$ cat src/rtl/serial_sub5.sv
// Bit-serial WIDTH-bit subtractor: res = Ain - Bin - Bi (mod 2^WIDTH), bo = borrow-out.
// Latency: start sampled at edge E0, busy after E0..E0+WIDTH, done pulse and result after E0+WIDTH.
// Backpressure: none; start is accepted only in IDLE/DONE and silently ignored while busy.
module serial_sub5 #(
  parameter int WIDTH = 5
) (
  input  logic             clk,
  input  logic             rst,
  input  logic             start,
  input  logic [WIDTH-1:0] Ain,
  input  logic [WIDTH-1:0] Bin,
  input  logic             Bi,
  output logic             busy,
  output logic             done,
  output logic [WIDTH-1:0] res,
  output logic             bo
);

  localparam int CW = $clog2(WIDTH + 1);

  typedef enum logic [1:0] {
    S_IDLE  = 2'd0,
    S_SHIFT = 2'd1,
    S_DONE  = 2'd2
  } state_t;

  state_t           r_state;
  state_t           w_next;
  logic [WIDTH-1:0] r_sa;
  logic [WIDTH-1:0] r_sb;
  logic [WIDTH-1:0] r_sd;
  logic [WIDTH-1:0] r_res;
  logic             r_br;
  logic             r_bo;
  logic [CW-1:0]    r_cnt;

  logic             w_load;
  logic             w_last;
  logic             w_a;
  logic             w_b;
  logic             w_d;
  logic             w_br_nxt;

  // Full-subtractor cell working on the LSBs of the operand shift registers.
  assign w_a      = r_sa[0];
  assign w_b      = r_sb[0];
  assign w_d      = w_a ^ w_b ^ r_br;
  assign w_br_nxt = (~w_a & w_b) | (~(w_a ^ w_b) & r_br);
  assign w_last   = (r_state == S_SHIFT) && (r_cnt == CW'(WIDTH - 1));

  assign busy = (r_state == S_SHIFT);
  assign done = (r_state == S_DONE);
  assign res  = r_res;
  assign bo   = r_bo;

  // State register; reset wins over everything, including an in-flight operation.
  always_ff @(posedge clk) begin
    if (rst) begin
      r_state <= S_IDLE;
    end else begin
      r_state <= w_next;
    end
  end

  // Next-state logic; DONE accepts start exactly like IDLE so operations can run back-to-back.
  always_comb begin
    w_next = r_state;
    w_load = 1'b0;
    case (r_state)
      S_IDLE, S_DONE: begin
        if (start) begin
          w_next = S_SHIFT;
          w_load = 1'b1;
        end else begin
          w_next = S_IDLE;
        end
      end
      S_SHIFT: begin
        if (w_last) begin
          w_next = S_DONE;
        end
      end
      default: begin
        w_next = S_IDLE;
      end
    endcase
  end

  // Datapath: capture operands on accept, shift one bit per SHIFT cycle, publish result on the last bit.
  always_ff @(posedge clk) begin
    if (rst) begin
      r_sa  <= '0;
      r_sb  <= '0;
      r_sd  <= '0;
      r_br  <= 1'b0;
      r_cnt <= '0;
      r_res <= '0;
      r_bo  <= 1'b0;
    end else if (w_load) begin
      r_sa  <= Ain;
      r_sb  <= Bin;
      r_br  <= Bi;
      r_cnt <= '0;
      r_sd  <= '0;
    end else if (r_state == S_SHIFT) begin
      r_sa  <= {1'b0, r_sa[WIDTH-1:1]};
      r_sb  <= {1'b0, r_sb[WIDTH-1:1]};
      r_sd  <= {w_d, r_sd[WIDTH-1:1]};
      r_br  <= w_br_nxt;
      r_cnt <= r_cnt + 1'b1;
      if (w_last) begin
        r_res <= {w_d, r_sd[WIDTH-1:1]};
        r_bo  <= w_br_nxt;
      end
    end
  end

endmodule
$ cat config.mk
export PLATFORM = sky130hd
export DESIGN_NAME = serial_sub5
export DESIGN_NICKNAME = d
export VERILOG_FILES = /design/src/rtl/serial_sub5.sv
export SDC_FILE = /design/constraint.sdc
export NUM_CORES = 1
export LEC_CHECK = 0
export CAP_MARGIN = 20
export CORE_MARGIN = 4
export CORE_UTILIZATION = 40
export CTS_CLUSTER_SIZE = 14
export DETAILED_ROUTE_END_ITERATION = 8
export GPL_TIMING_DRIVEN = 0
export PLACE_DENSITY = 0.61
export SLEW_MARGIN = 10
export SYNTH_ARGS = -nofsm -noshare
export SYNTH_HDL_FRONTEND = slang
export SYNTH_SLANG_ARGS = --single-unit
$ cat constraint.sdc
create_clock -name clk -period 2.4 [get_ports clk]
set_input_delay 0.24 -clock clk [delete_from_list [all_inputs] [get_ports clk]]
set_output_delay 0.24 -clock clk [all_outputs]
set_load 0.1 [all_outputs]
==> key figures, run 1 <==
Status
  • Status: finished, final reports clean

Worst hold path
  • Tightest Hold Check Type: in2reg
  • Hold depth: 3

Worst setup path
  • Req. time, crit path: 2.16 ns
  • CP max stage cell: clkdlybuf4s50_1
  • CP Capture Type: output port
  • Reg2reg setup slack: approximately 1.1 ns
  • Critical path class: reg2out
  • CP Launch Type: register
  • Max incr delay on CP: around 1.1 ns
  • Worst reg2reg path depth: 5
  • Worst EP arrival: a little over 2 ns
  • CP max FO: 6
  • Cell chain of the critical path: and2b_1, clkdlybuf4s50_1

Power
  • Clk pwr share: 0.328
  • Switching pwr: 217 uW
  • Leak: 0.550 nW
  • Power Density: 644 mW/mm^2
  • Max VDD drop: 0.514 mV
  • Combinational power share: 0.159
  • Part of the power in registers: 0.512
  • Switching Fraction: 0.239
  • Int Power: 691 uW

Detailed routing
  • Initial detailed-routing violation count: 18
  • DRT Pass-1 Iters: 4
  • DRC: 0
  • Drt via density: 5.13
  • Drt total wl: around 2.2 mm
  • Vias: 878
  • ANT nets after route: 0
  • Drt wl/cell: 12.7 um

Final layout
  • Final #Nets: 159
  • Share of cells above drive strength 1: 0.113
  • Most common cell after layout, fill and taps aside: dfxtp_1
  • Antenna Cells: 0
  • Area delta synth->final: 26.5%
  • Finished Layout Cells: 171
  • Commonest cells after routing, fill and taps aside: dfxtp_1, clkdlybuf4s50_1, nand2_1, a21oi_1, nor2_1
  • Finished Core Util: 0.549

Synth
  • Yosys cell types: 29
  • Yosys warnings: 0
  • Avg Cell Area, Syn: 9.60 um^2
  • Synthesized instance count: 116
  • Syn Std Cell Area: 0.00111 mm^2
  • Syn Nets: 133
  • Ys async rst share: 0
  • Main flop type after synthesis: dfxtp_1
  • Sequential fraction of the synthesis area: 0.467
  • Number of synthesized flops with an enable pin: 0
  • Yosys reg bits: 26

Clock tree
  • Post-CTS Setup Inserts: 0
  • Maximum clock path buffer count: 2
  • Clock root buffer: clkbuf_4
  • Clock sink count: 26
  • CTS buffer count: 3
  • CTS tree: done
  • H-tree depth: 1
  • Clock Pin Slew Worst Setup and Hold Paths: around 0.14 ns
  • Worst skew pair latency: around 0.32 ns

Die
  • Die footprint: between 0.003 and 0.004 mm^2
  • Die width: around 61 um
  • Rows: 18
  • Core area: 0.00257 mm^2
  • Die height: about 61 um
  • Num ports: 22
  • Starting Density: 0.434

STA
  • Sum Neg Setup Slack: 0 ns
  • Fmax: 438 MHz
  • Setup Viol. Count Final: 0
  • Final period utilization: 0.950
  • Minimum clock period: ~2.3 ns
  • Final Hold Viols: 0
  • Worst slew pin tran: 0.968 ns
  • Worst rel slew slack: 0.353
  • Max-slew violation count: 0
  • Clock Skew: 0.00563 ns
  • Final WS setup: 0.119 ns
  • RSZ-0062 raised after global routing: false

GRT
  • Vias in the first global route: 835
  • Initial antenna violation count: 0
  • Tot GR Track Use: 0.134
  • First-pass GRT wire length: 3.71 mm
  • Largest net degree at the start of global routing: 16
  • Overflow after GRT: 0

Placed design
  • PortBufs: 21
  • Number of cells after detailed placement: 167
  • DP Wirelength: around 1.6 mm
  • Pre-CTS setup slack: ~0.12 ns
  • GPL Wtd Cong: 0.722

Flow run
  • Max-Cap Viols: 0
==> final cells by class <==
cell class | instances | area [um^2]
buffer | 7 | 70.1
clock buffer | 3 | 22.5
clock inverter | 1 | 30.0
fill | 251 | 1160
inverter | 5 | 23.8
multi-input combinational | 78 | 499
sequential | 26 | 520
tap | 30 | 37.5
timing repair buffer | 21 | 205
==> cell usage after synthesis (2+ instances only) <==
cell,number,area (um^2)
inv_1,4,15.0
nand2_1,15,56.3
dfxtp_1,26,521
and2b_1,2,15.0
a21oi_1,11,55.1
nor2_1,10,37.5
o22ai_1,5,31.3
buf_6,3,33.8
a22oi_1,2,15.0
nor3_1,9,45.0
ha_1,2,25.0
nand3_1,4,20.0
mux2i_1,6,60.1
a311oi_2,2,30.0
==> final timing paths <==
| check | endpoint | from |
|---|---|---|
| min | r_sa[4] | Ain[4] |
| min reg2reg | r_sd[1] | r_sd[1] |
| max reg2reg | bo | r_cnt[0] |
| max | done | r_state[0] |
==> metrics by stage <==
step / power (mW) / cell area [um^2] / hold slack, ns
6_report: 0.907 / 1410 / 0.444
2_1_floorplan: 0.574 / 1110 / 0.376
3_3_place_gp: 0.618 / 1360 / 0.447
4_1_cts: 0.918 / 1410 / 0.436
5_1_grt: 0.950 / 1410 / 0.432
3_5_place_dp: 0.622 / 1360 / 0.449
==> power by group through the flow <==
stage | registers (mW) | logic, mW | clock network [mW]
floorplan | 0.471 | 0.103 | 0
global placement | 0.473 | 0.145 | 0
detailed placement | 0.474 | 0.147 | 0
CTS | 0.465 | 0.147 | 0.306
global route | 0.468 | 0.160 | 0.322
finish | 0.465 | 0.145 | 0.298
==> cell families after synthesis <==
kind of cell / after synthesis / synth area share
adders and majority gates: 3 / 0.0404
buffers and inverters: 12 / 0.0843
DFF: 26 / 0.467
AOI/OAI and AO/OA: 21 / 0.126
muxes: 6 / 0.0539
xor gates and xnor gates: 2 / 0.0157
and+or+nand+nor: 46 / 0.212
==> critical path: cells and delay by family (launching register included) <==
| family | cells | cell delay, ns |
|---|---|---|
| and+or+nand+nor | 1 | 0.21 |
| DFF | 1 | 0.39 |
| buffers and inverters | 1 | 1.12 |
==> per-layer routing <==
| metal | wire length (um) | global-route usage |
|---|---|---|
| met2 | 1070 | 0.223 |
| met5 | 0 | 0 |
| met4 | 10 | 0.0186 |
| met3 | 94 | 0.0404 |
| met1 | 1000 | 0.175 |
==> flip-flops by register name, indices dropped and copies added, names as in the netlist <==
register / flops
r_br: 1
r_sd: 4
r_cnt: 3
r_sa: 5
res: 5
r_state: 2
r_sb: 5
bo: 1
==> repair_timing <==
action                                  CTS  global route
pin swaps                                 0             0
hold buffers                              0             0
gates resized for setup                   1             2
endpoints found under the setup margin    1             1
Power figures use the tool's default switching activity.
==> inputs of run 2 (changes only) <==
- CTS_CLUSTER_SIZE: 14 -> 40
==> results of run 2 <==
Same layout as run 1: the final DEF is identical, and so are final timing and power.
==> inputs of run 3 (changes only) <==
- ABC_CLOCK_PERIOD_IN_PS: unset -> 2400
- PLACE_DENSITY: 0.61 -> unset
==> key figures, run 3 (synthesis gave the netlist of run 1 again) <==
Clock tree
  • CTS tree: done
  • CTS buffer count: 3
  • Clock root buffer: clkbuf_4
  • Clock Pin Slew Worst Setup and Hold Paths: 0.14 ns
  • Worst skew pair latency: 0.32 ns
  • Clock sink count: 26
  • Maximum clock path buffer count: 2
  • H-tree depth: 1

STA
  • Final WS setup: 0.0988 ns
  • Final Hold Viols: 0
  • Worst slew pin tran: between 0.9 and 1 ns
  • Fmax: 435 MHz
  • Clock Skew: slightly above 0.002 ns
  • Final period utilization: 0.959
  • Worst rel slew slack: 0.354
  • Minimum clock period: 2.30 ns
  • RSZ-0062 raised after global routing: false
  • Sum Neg Setup Slack: 0 ns
  • Setup Viol. Count Final: 0
  • Max-slew violation count: 0

Die
  • Die height: 60.8 um
  • Core area: between 0.002 and 0.003 mm^2
  • Rows: 18
  • Starting Density: 0.434
  • Num ports: 22
  • Die footprint: between 0.003 and 0.004 mm^2
  • Die width: roughly 61 um

Detailed routing
  • ANT nets after route: 0
  • Drt total wl: 2.14 mm
  • DRT Pass-1 Iters: 4
  • Vias: 866
  • Drt via density: 5.06
  • DRC: 0
  • Drt wl/cell: roughly 12 um
  • Initial detailed-routing violation count: 24

Worst setup path
  • CP max FO: 10
  • Req. time, crit path: 2.16 ns
  • Worst EP arrival: 2.06 ns
  • CP Launch Type: register
  • CP Capture Type: output port
  • Critical path class: reg2out

Placed design
  • DP Wirelength: 1.58 mm
  • GPL Wtd Cong: 0.706
  • PortBufs: 21
  • Pre-CTS setup slack: about 0.14 ns

Power
  • Power Density: ~600 mW/mm^2
  • Max VDD drop: 0.381 mV
  • Power, Total: 828 uW
  • Leak: 0.544 nW

GRT
  • First-pass GRT wire length: 3.86 mm
  • Initial antenna violation count: 0
  • Tot GR Track Use: 0.140
  • Largest net degree at the start of global routing: 15
  • Overflow after GRT: 0
  • Vias in the first global route: 850

Final layout
  • Final #Nets: ~160
  • Antenna Cells: 0
  • Fillers: 244
  • Share of cells above drive strength 1: 0.106
  • FF+latch area: about 520 um^2
  • Multi-input gate area: 499 um^2
  • Commonest cells after routing, fill and taps aside: dfxtp_1, clkdlybuf4s50_1, nand2_1, a21oi_1, nor2_1
  • Most common cell after layout, fill and taps aside: dfxtp_1
  • Area delta synth->final: 25.5%

Status
  • Status: finished, final reports clean

Flow run
  • Max-Cap Viols: 0

Worst hold path
  • Tightest Hold Check Type: in2reg
==> run 3: cell count changes in the layout (fill, tap and decap cells not counted), sizes merged <==
cell	change
clkdlybuf4s15	+1
bufinv	-1
==> run 3: metrics by stage <==
step	cell area (um^2)	std cells	utilization	hold WS [ns]
after floorplan	1110	116	-	0.376
after global placement	1360	167	0.530	0.446
after detailed placement	1360	167	0.530	0.448
after CTS	1400	171	0.544	0.450
after global routing	1400	171	0.544	0.451
final	1400	171	0.544	0.463
==> run 3: where the power goes <==
group	internal (mW)	total, mW	switching (mW)	leakage [nW]
Clock	0.0927	0.219	0.126	0.0210
Sequential	0.452	0.464	0.0125	0.212
Combinational	0.0705	0.145	0.0743	0.311
Total	0.615	0.828	0.213	0.544
==> run 3: metal layers <==
| metal | track usage | up-vias | wire length, um |
|---|---|---|---|
| met4 | 0.0372 | 0 | 19 |
| li1 | - | 447 | - |
| met2 | 0.215 | 16 | 1010 |
| met3 | 0.0489 | 2 | 94 |
| met5 | 0 | - | 0 |
| met1 | 0.188 | 401 | 1010 |
==> run 3: critical path, stage by stage (launching register included) <==
cell and delay, ns:
dfxtp_1 0.46, nand2b_1 0.10, buf_6 0.15, clkinv_4 0.08
buf_12 0.13, clkdlybuf4s15_1 0.82
==> run 3: layout make-up <==
class                      count  area share
clock buffer                   4      0.0260
inverter                       5      0.0170
sequential                    26       0.372
timing repair buffer          21       0.150
buffer                         7      0.0501
multi-input combinational     78       0.357
tap                           30      0.0269
==> run 3: path summary, 6_finish.rpt <==
path                            startpoint       to  slack (ns)  depth (start not counted)
worst max-delay path            r_state[0]     busy         0.1                          5
worst min-delay path                Ain[4]  r_sa[4]        0.46                          3
worst max register to register    r_cnt[0]       bo        1.13                          5
worst min register to register     r_sd[1]  r_sd[1]        0.47                          2
==> run 3: what timing repair did <==
item                                    CTS  global route
resized for setup                         1             1
buffers inserted                          0             0
hold buffers                              0             0
endpoints found under the setup margin    1             1
hold endpoints to repair                  0             0
